### src/rtl/alu_multicycle_if.sv
// Operation and flag encodings shared by the ALU and its users, plus the
// request/response bundle connecting them.
package alu_ctrl_pkg;
    typedef enum logic [3:0] {
        OP_ADD = 4'd0, OP_SUB, OP_SHL, OP_ROL, OP_SHR, OP_ROR,
        OP_AND, OP_OR, OP_XOR, OP_NOT, OP_MUL, OP_DIV
    } alu_op_e;

    typedef enum logic [1:0] {
        FLAG_NONE, FLAG_ZERO, FLAG_CARRY, FLAG_REMAINDER
    } alu_flag_e;
endpackage

interface alu_multicycle_if #(parameter int WIDTH = 8);
    import alu_ctrl_pkg::*;

    logic             in_valid;
    logic             in_ready;
    alu_op_e          op;
    logic [WIDTH-1:0] register1;
    logic [WIDTH-1:0] register2;
    logic             out_valid;
    logic             out_ready;
    logic [WIDTH-1:0] result;
    logic [WIDTH-1:0] result_hi;
    alu_flag_e        flag;
    logic             div_by_zero;

    modport master (
        output in_valid, op, register1, register2, out_ready,
        input  in_ready, out_valid, result, result_hi, flag, div_by_zero
    );

    modport slave (
        input  in_valid, op, register1, register2, out_ready,
        output in_ready, out_valid, result, result_hi, flag, div_by_zero
    );
endinterface

### src/rtl/alu_multicycle.sv
// Multi-cycle ALU: single-cycle logic/arith ops, iterative shift-add MUL and
// restoring DIV sharing one accumulator/shift register pair.
module alu_multicycle #(
    parameter int WIDTH = 8
) (
    input  logic              clock,
    input  logic              reset,
    alu_multicycle_if.slave   bus
);
    import alu_ctrl_pkg::*;

    typedef enum logic [1:0] {IDLE, BUSY, DONE} state_e;
    localparam int CW = $clog2(WIDTH + 1);

    state_e           state_q, state_d;
    alu_op_e          op_q, op_d;
    logic [WIDTH-1:0] opa_q, opa_d;
    logic [WIDTH-1:0] opb_q, opb_d;
    logic [WIDTH:0]   acc_q, acc_d;
    logic [WIDTH-1:0] lo_q, lo_d;
    logic [CW-1:0]    cnt_q, cnt_d;
    logic [WIDTH-1:0] result_q, result_d;
    logic [WIDTH-1:0] hi_q, hi_d;
    alu_flag_e        flag_q, flag_d;
    logic             dbz_q, dbz_d;

    logic [WIDTH-1:0] sc_res;
    logic             sc_carry;
    logic [WIDTH:0]   sum;
    logic [WIDTH:0]   shifted;
    logic [WIDTH:0]   trial;

    function automatic alu_flag_e flag_of(input logic [WIDTH-1:0] r, input logic [WIDTH-1:0] h,
                                          input logic carry, input logic rem);
        if (r == '0 && h == '0) return FLAG_ZERO;
        else if (carry)         return FLAG_CARRY;
        else if (rem)           return FLAG_REMAINDER;
        else                    return FLAG_NONE;
    endfunction

    always_comb begin
        state_d  = state_q;
        op_d     = op_q;
        opa_d    = opa_q;
        opb_d    = opb_q;
        acc_d    = acc_q;
        lo_d     = lo_q;
        cnt_d    = cnt_q;
        result_d = result_q;
        hi_d     = hi_q;
        flag_d   = flag_q;
        dbz_d    = dbz_q;
        sc_res   = '0;
        sc_carry = 1'b0;
        sum      = '0;
        shifted  = '0;
        trial    = '0;

        // Unknown opcodes fall through with sc_res = 0, which flags ZERO.
        case (bus.op)
            OP_ADD: {sc_carry, sc_res} = {1'b0, bus.register1} + {1'b0, bus.register2};
            OP_SUB: sc_res = bus.register1 - bus.register2;
            OP_SHL: sc_res = {bus.register1[WIDTH-2:0], 1'b0};
            OP_ROL: sc_res = {bus.register1[WIDTH-2:0], bus.register1[WIDTH-1]};
            OP_SHR: sc_res = {1'b0, bus.register1[WIDTH-1:1]};
            OP_ROR: sc_res = {bus.register1[0], bus.register1[WIDTH-1:1]};
            OP_AND: sc_res = bus.register1 & bus.register2;
            OP_OR:  sc_res = bus.register1 | bus.register2;
            OP_XOR: sc_res = bus.register1 ^ bus.register2;
            OP_NOT: sc_res = ~bus.register1;
            default: sc_res = '0;
        endcase

        case (state_q)
            IDLE: begin
                if (bus.in_valid) begin
                    op_d  = bus.op;
                    opa_d = bus.register1;
                    opb_d = bus.register2;
                    cnt_d = '0;
                    acc_d = '0;
                    if (bus.op == OP_MUL) begin
                        lo_d    = bus.register2;
                        state_d = BUSY;
                    end else if (bus.op == OP_DIV) begin
                        lo_d    = bus.register1;
                        state_d = BUSY;
                    end else begin
                        result_d = sc_res;
                        hi_d     = '0;
                        dbz_d    = 1'b0;
                        flag_d   = flag_of(sc_res, {WIDTH{1'b0}}, sc_carry, 1'b0);
                        state_d  = DONE;
                    end
                end
            end
            BUSY: begin
                if (op_q == OP_MUL) begin
                    sum = acc_q + {1'b0, (lo_q[0] ? opa_q : {WIDTH{1'b0}})};
                    {acc_d, lo_d} = {1'b0, sum, lo_q[WIDTH-1:1]};
                end else begin
                    // Borrow out of the trial subtraction means the divisor didn't fit.
                    shifted = {acc_q[WIDTH-1:0], lo_q[WIDTH-1]};
                    trial   = shifted - {1'b0, opb_q};
                    if (trial[WIDTH]) begin
                        acc_d = shifted;
                        lo_d  = {lo_q[WIDTH-2:0], 1'b0};
                    end else begin
                        acc_d = trial;
                        lo_d  = {lo_q[WIDTH-2:0], 1'b1};
                    end
                end
                cnt_d = cnt_q + 1'b1;
                if (cnt_q == CW'(WIDTH - 1)) begin
                    state_d  = DONE;
                    result_d = lo_d;
                    hi_d     = acc_d[WIDTH-1:0];
                    dbz_d    = 1'b0;
                    if (op_q == OP_DIV && opb_q == '0) begin
                        result_d = '1;
                        hi_d     = opa_q;
                        dbz_d    = 1'b1;
                    end
                    flag_d = flag_of(result_d, hi_d,
                                     op_q == OP_MUL && hi_d != '0,
                                     op_q == OP_DIV && opb_q != '0 && hi_d != '0);
                end
            end
            DONE: begin
                if (bus.out_ready) state_d = IDLE;
            end
            default: state_d = IDLE;
        endcase
    end

    always_ff @(posedge clock or posedge reset) begin
        if (reset) begin
            state_q  <= IDLE;
            op_q     <= OP_ADD;
            opa_q    <= '0;
            opb_q    <= '0;
            acc_q    <= '0;
            lo_q     <= '0;
            cnt_q    <= '0;
            result_q <= '0;
            hi_q     <= '0;
            flag_q   <= FLAG_ZERO;
            dbz_q    <= 1'b0;
        end else begin
            state_q  <= state_d;
            op_q     <= op_d;
            opa_q    <= opa_d;
            opb_q    <= opb_d;
            acc_q    <= acc_d;
            lo_q     <= lo_d;
            cnt_q    <= cnt_d;
            result_q <= result_d;
            hi_q     <= hi_d;
            flag_q   <= flag_d;
            dbz_q    <= dbz_d;
        end
    end

    assign bus.in_ready    = (state_q == IDLE);
    assign bus.out_valid   = (state_q == DONE);
    assign bus.result      = result_q;
    assign bus.result_hi   = hi_q;
    assign bus.flag        = flag_q;
    assign bus.div_by_zero = dbz_q;

endmodule

### src/flat_wrapper.sv
// flat-port wrapper written by rule: the top's interface ports become plain ports
module alu_multicycle_flat import alu_ctrl_pkg::*;
#(
    parameter int WIDTH = 8
)
  (clock, reset, bus_in_valid, bus_op, bus_register1, bus_register2, bus_out_ready, bus_in_ready, bus_out_valid, bus_result, bus_result_hi, bus_flag, bus_div_by_zero);
  alu_multicycle_if #(.WIDTH(WIDTH)) bus_i ();
  input  logic clock;
  input  logic reset;
  input wire logic [$bits(bus_i.in_valid)-1:0] bus_in_valid;
  input wire logic [$bits(bus_i.op)-1:0] bus_op;
  input wire logic [$bits(bus_i.register1)-1:0] bus_register1;
  input wire logic [$bits(bus_i.register2)-1:0] bus_register2;
  input wire logic [$bits(bus_i.out_ready)-1:0] bus_out_ready;
  output wire logic [$bits(bus_i.in_ready)-1:0] bus_in_ready;
  output wire logic [$bits(bus_i.out_valid)-1:0] bus_out_valid;
  output wire logic [$bits(bus_i.result)-1:0] bus_result;
  output wire logic [$bits(bus_i.result_hi)-1:0] bus_result_hi;
  output wire logic [$bits(bus_i.flag)-1:0] bus_flag;
  output wire logic [$bits(bus_i.div_by_zero)-1:0] bus_div_by_zero;
  assign bus_i.in_valid = bus_in_valid;
  assign bus_i.op = bus_op;
  assign bus_i.register1 = bus_register1;
  assign bus_i.register2 = bus_register2;
  assign bus_i.out_ready = bus_out_ready;
  assign bus_in_ready = bus_i.in_ready;
  assign bus_out_valid = bus_i.out_valid;
  assign bus_result = bus_i.result;
  assign bus_result_hi = bus_i.result_hi;
  assign bus_flag = bus_i.flag;
  assign bus_div_by_zero = bus_i.div_by_zero;
  alu_multicycle #(.WIDTH(WIDTH)) u_core (.clock(clock), .reset(reset), .bus(bus_i));
endmodule
### config.mk
export PLATFORM = sky130hd
export DESIGN_NAME = alu_multicycle_flat
export DESIGN_NICKNAME = d
export VERILOG_FILES = /design/src/rtl/alu_multicycle_if.sv /design/src/rtl/alu_multicycle.sv /design/src/flat_wrapper.sv
export SDC_FILE = /design/constraint.sdc
export NUM_CORES = 1
export LEC_CHECK = 0
export BUFFER_PORTS_ARGS = -buffer_cell sky130_fd_sc_hd__buf_2
export CAP_MARGIN = 15
export CORE_MARGIN = 2
export CORE_UTILIZATION = 38
export CTS_CLUSTER_SIZE = 30
export DETAILED_ROUTE_END_ITERATION = 7
export GPL_TIMING_DRIVEN = 0
export HOLD_SLACK_MARGIN = 0.08
export PLACE_DENSITY = 0.57
export SYNTH_ARGS = -nofsm -noshare
export SYNTH_HDL_FRONTEND = slang
export SYNTH_SLANG_ARGS = --single-unit
### constraint.sdc
create_clock -name clock -period 6.4 [get_ports clock]
set_input_delay 0 -clock clock [delete_from_list [all_inputs] [get_ports clock]]
set_output_delay 0 -clock clock [all_outputs]
set_load 0.02 [all_outputs]
==> run metrics <==
status=complete, no violations; Initial Utilization=38.7%; boundary pin count=45; share of cells above drive strength 1=12.7%; # hold bufs at CTS=12; Min-Delay Startpoint=bus_register1[0]; critical path launch point type=flop; Antenna Cells=0; vias in the first global route=5224; cell count after synthesis=about 660; synth unique cells=85; largest net degree at the start of global routing=34; final hold violation count=0; Worst Slack Setup Final=1560 ps; Crit Path Max Fanout=10; Via density=5.91; Avg Cell Area, Syn=8.08 um2; Max VDD drop=0.159 mV; ANT nets after route=0; Yosys reg bits=62; die width=123 um; final setup vio count=0; leakage=~0.0028 uW; main flop type after synthesis=dfrtp_1; via count=5400; DRT iter0 DRCs=around 590; GRT Total Usage=23.8%; number of max-cap violations=0; Die Ht=between 100 and 150 um; drc violations=0; worst slack at placement=about 1700 ps; CTS buffer count=9; initial antenna violation count=0; Clock Latency Late Sink=330 ps; Synth async-reset ratio=100%; setup bufs post-CTS=0; CTS clk-pin slew, worst paths=50 ps; Yosys warning count=0; Slew Viols, Final=0; worst setup path start=u_core.lo_q[7]; Setup Skew=around 2.9 ps; clk root buf=clkbuf_16; crit path kind=reg2reg; Power, Total=2320 uW; EDFF count, synth=0; H-tree levels=3; crit path capture type=flop; cell area after synthesis=5360 um2; CTS resizes=0; slew margin rel.=40.5%; Reg-to-Reg Start=u_core.lo_q[7]; CP arrival=5050 ps; DPL Wire Length=approximately 13000 um; core area=13800 um2; min cycle time layout=4840 ps; Rows=43; post-synthesis sequential area ratio=29.0%; final wirelength=between 15000 and 20000 um; Buffers on Ports=42; RSZ-0062 raised after global routing=false; Final Cycle Share=between 70% and 80%; gpl congestion=around 0.91; Fin Setup TNS=0 ps; fillers=1374; CTS tree=built; first-pass GRT wire length=27800 um; Mapped Nets=around 730; largest area contributor in the synthesized netlist=dfrtp_1; Nets=798; Layout area overhead=16.5%; Overflow after GRT=0; Clock Tree Buf Depth=2; worst slew pin tran=884 ps; routed len/inst=19.0 um; First-pass DRT Iterations=5; Synth area leaders=dfrtp_1 (28%), ha_1 (9.6%), o21ai_0 (6.4%); max frequency=around 0.21 GHz; Critical Path RT=6610 ps; clk sinks=62; hold crit path type=in2reg; Synth top area share=roughly 28%; Power Density=between 300 and 400 nW/um2; DIE AREA=15100 um2
## cells by family (layout without fill, tap and decap cells)
family / after synthesis / in the layout / synth area share [%]
compound gates: 212 / 212 / 26.2
xor+xnor: 8 / 8 / 1.31
fa+ha+maj: 45 / 45 / 11.1
buf+inv: 84 / 155 / 7.47
flops: 62 / 62 / 29.0
mux: 14 / 14 / 2.64
simple gates: 238 / 238 / 22.4
## metal layers
layer / vias up / GRT usage (%) / part of all wire (%)
li1: 2528 / - / -
met1: 2665 / 32.0 / 44
met2: 166 / 38.4 / 47
met3: 41 / 3.07 / 5.1
met4: 0 / 9.91 / 3.2
met5: - / 0 / 0
## worst max-delay path: stages (launching register included)
cell and delay [ps]:
dfrtp_1 430, inv_1 110, ha_1 180, inv_1 60, fa_1 470, a211o_1 300
nand3_1 170, nand2b_1 70, a21oi_1 160, nor2b_1 60, o21ai_0 150, nand2b_1 90
ha_1 410, clkbuf_1 420, mux2i_1 240, nor2_1 60, a21oi_1 360, a41oi_2 210
nor4b_4 350, a221oi_1 130, a221o_1 290
## final cells by class
type | instances | area (um2) | share of cell area [%]
Inverter | 48 | 180 | 2.89
Clock inverter | 1 | 30.0 | 0.481
Multi-Input combinational cell | 517 | 3400 | 54.5
Tap cell | 180 | 225 | 3.61
Timing Repair Buffer | 55 | 350 | 5.61
Sequential cell | 62 | 1550 | 24.9
Clock buffer | 15 | 278 | 4.45
Buffer | 36 | 220 | 3.53
## layout by cell type (no fill, tap or decap), types with 4 or more instances in the layout
cell type,Yosys,final
a211oi_1,11,11
a21o_1,7,7
a21oi_1,42,42
a221o_1,5,5
a221oi_1,6,6
a22oi_1,4,4
a31oi_1,6,6
and2_1,13,13
buf_2,4,46
clkbuf_1,21,24
clkbuf_16,0,9
clkbuf_8,6,9
dfrtp_1,61,61
dlygate4sd3_1,0,12
fa_1,4,4
ha_1,41,41
inv_1,47,46
mux2i_1,13,13
nand2_1,84,84
nand2b_1,11,11
nand3_1,29,29
nand3b_1,5,5
nor2_1,43,43
nor2b_1,6,6
nor3_1,13,13
nor3b_1,5,5
o211ai_1,9,9
o21a_1,4,4
o21ai_0,69,69
o22ai_1,7,7
xnor2_1,4,4
xor2_1,4,4
## Yosys cell counts, types with 6 or more instances
library cell	n
a221oi_1	6
mux2i_1	13
inv_1	47
nand3_1	29
a21o_1	7
a211oi_1	11
clkbuf_8	6
ha_1	41
nand2_1	84
nor2_1	43
nand2b_1	11
nor3_1	13
nor2b_1	6
o211ai_1	9
dfrtp_1	61
clkbuf_1	21
o21ai_0	69
and2_1	13
a21oi_1	42
a31oi_1	6
o22ai_1	7
## path summary, 6_finish.rpt
kind                                        end  slack [ps]  cells after the start
setup / recovery             u_core.bus.flag[1]        1560                     20
hold / removal                  u_core.opa_q[0]         110                      3
setup reg to reg             u_core.bus.flag[1]        1560                     20
hold reg to reg            u_core.bus.result[4]         470                      1
max in group asynchronous    u_core.bus.flag[0]        5400                      4
min in group asynchronous       u_core.cnt_q[3]         330                      3
## registers in the layout, indices dropped and copies added, names as in the netlist, 2 cells and up
name,flops
u_core.lo_q,8
u_core.bus.result,8
u_core.acc_q,9
u_core.cnt_q,4
u_core.bus.flag,2
u_core.opb_q,8
u_core.op_q,4
u_core.opa_q,8
u_core.bus.result_hi,8
u_core.state_q,2
## power breakdown
group	total (uW)	switching, uW	internal (uW)
registers	628	121	507
clock network	504	171	334
logic	1190	736	449
total	2320	1030	1290
## through the flow
stage                     instance area (um2)  hold WS (ps)  std cells  util (%)
final                                    6240           109        914      45.1
after global routing                     6240           127        914      45.1
after CTS                                6240          97.7        914      45.1
after detailed placement                 5810           146        886      42.0
after global placement                   5790           191        885      41.9
after floorplan                          5360           108        663         -
Power figures use the tool's default switching activity.
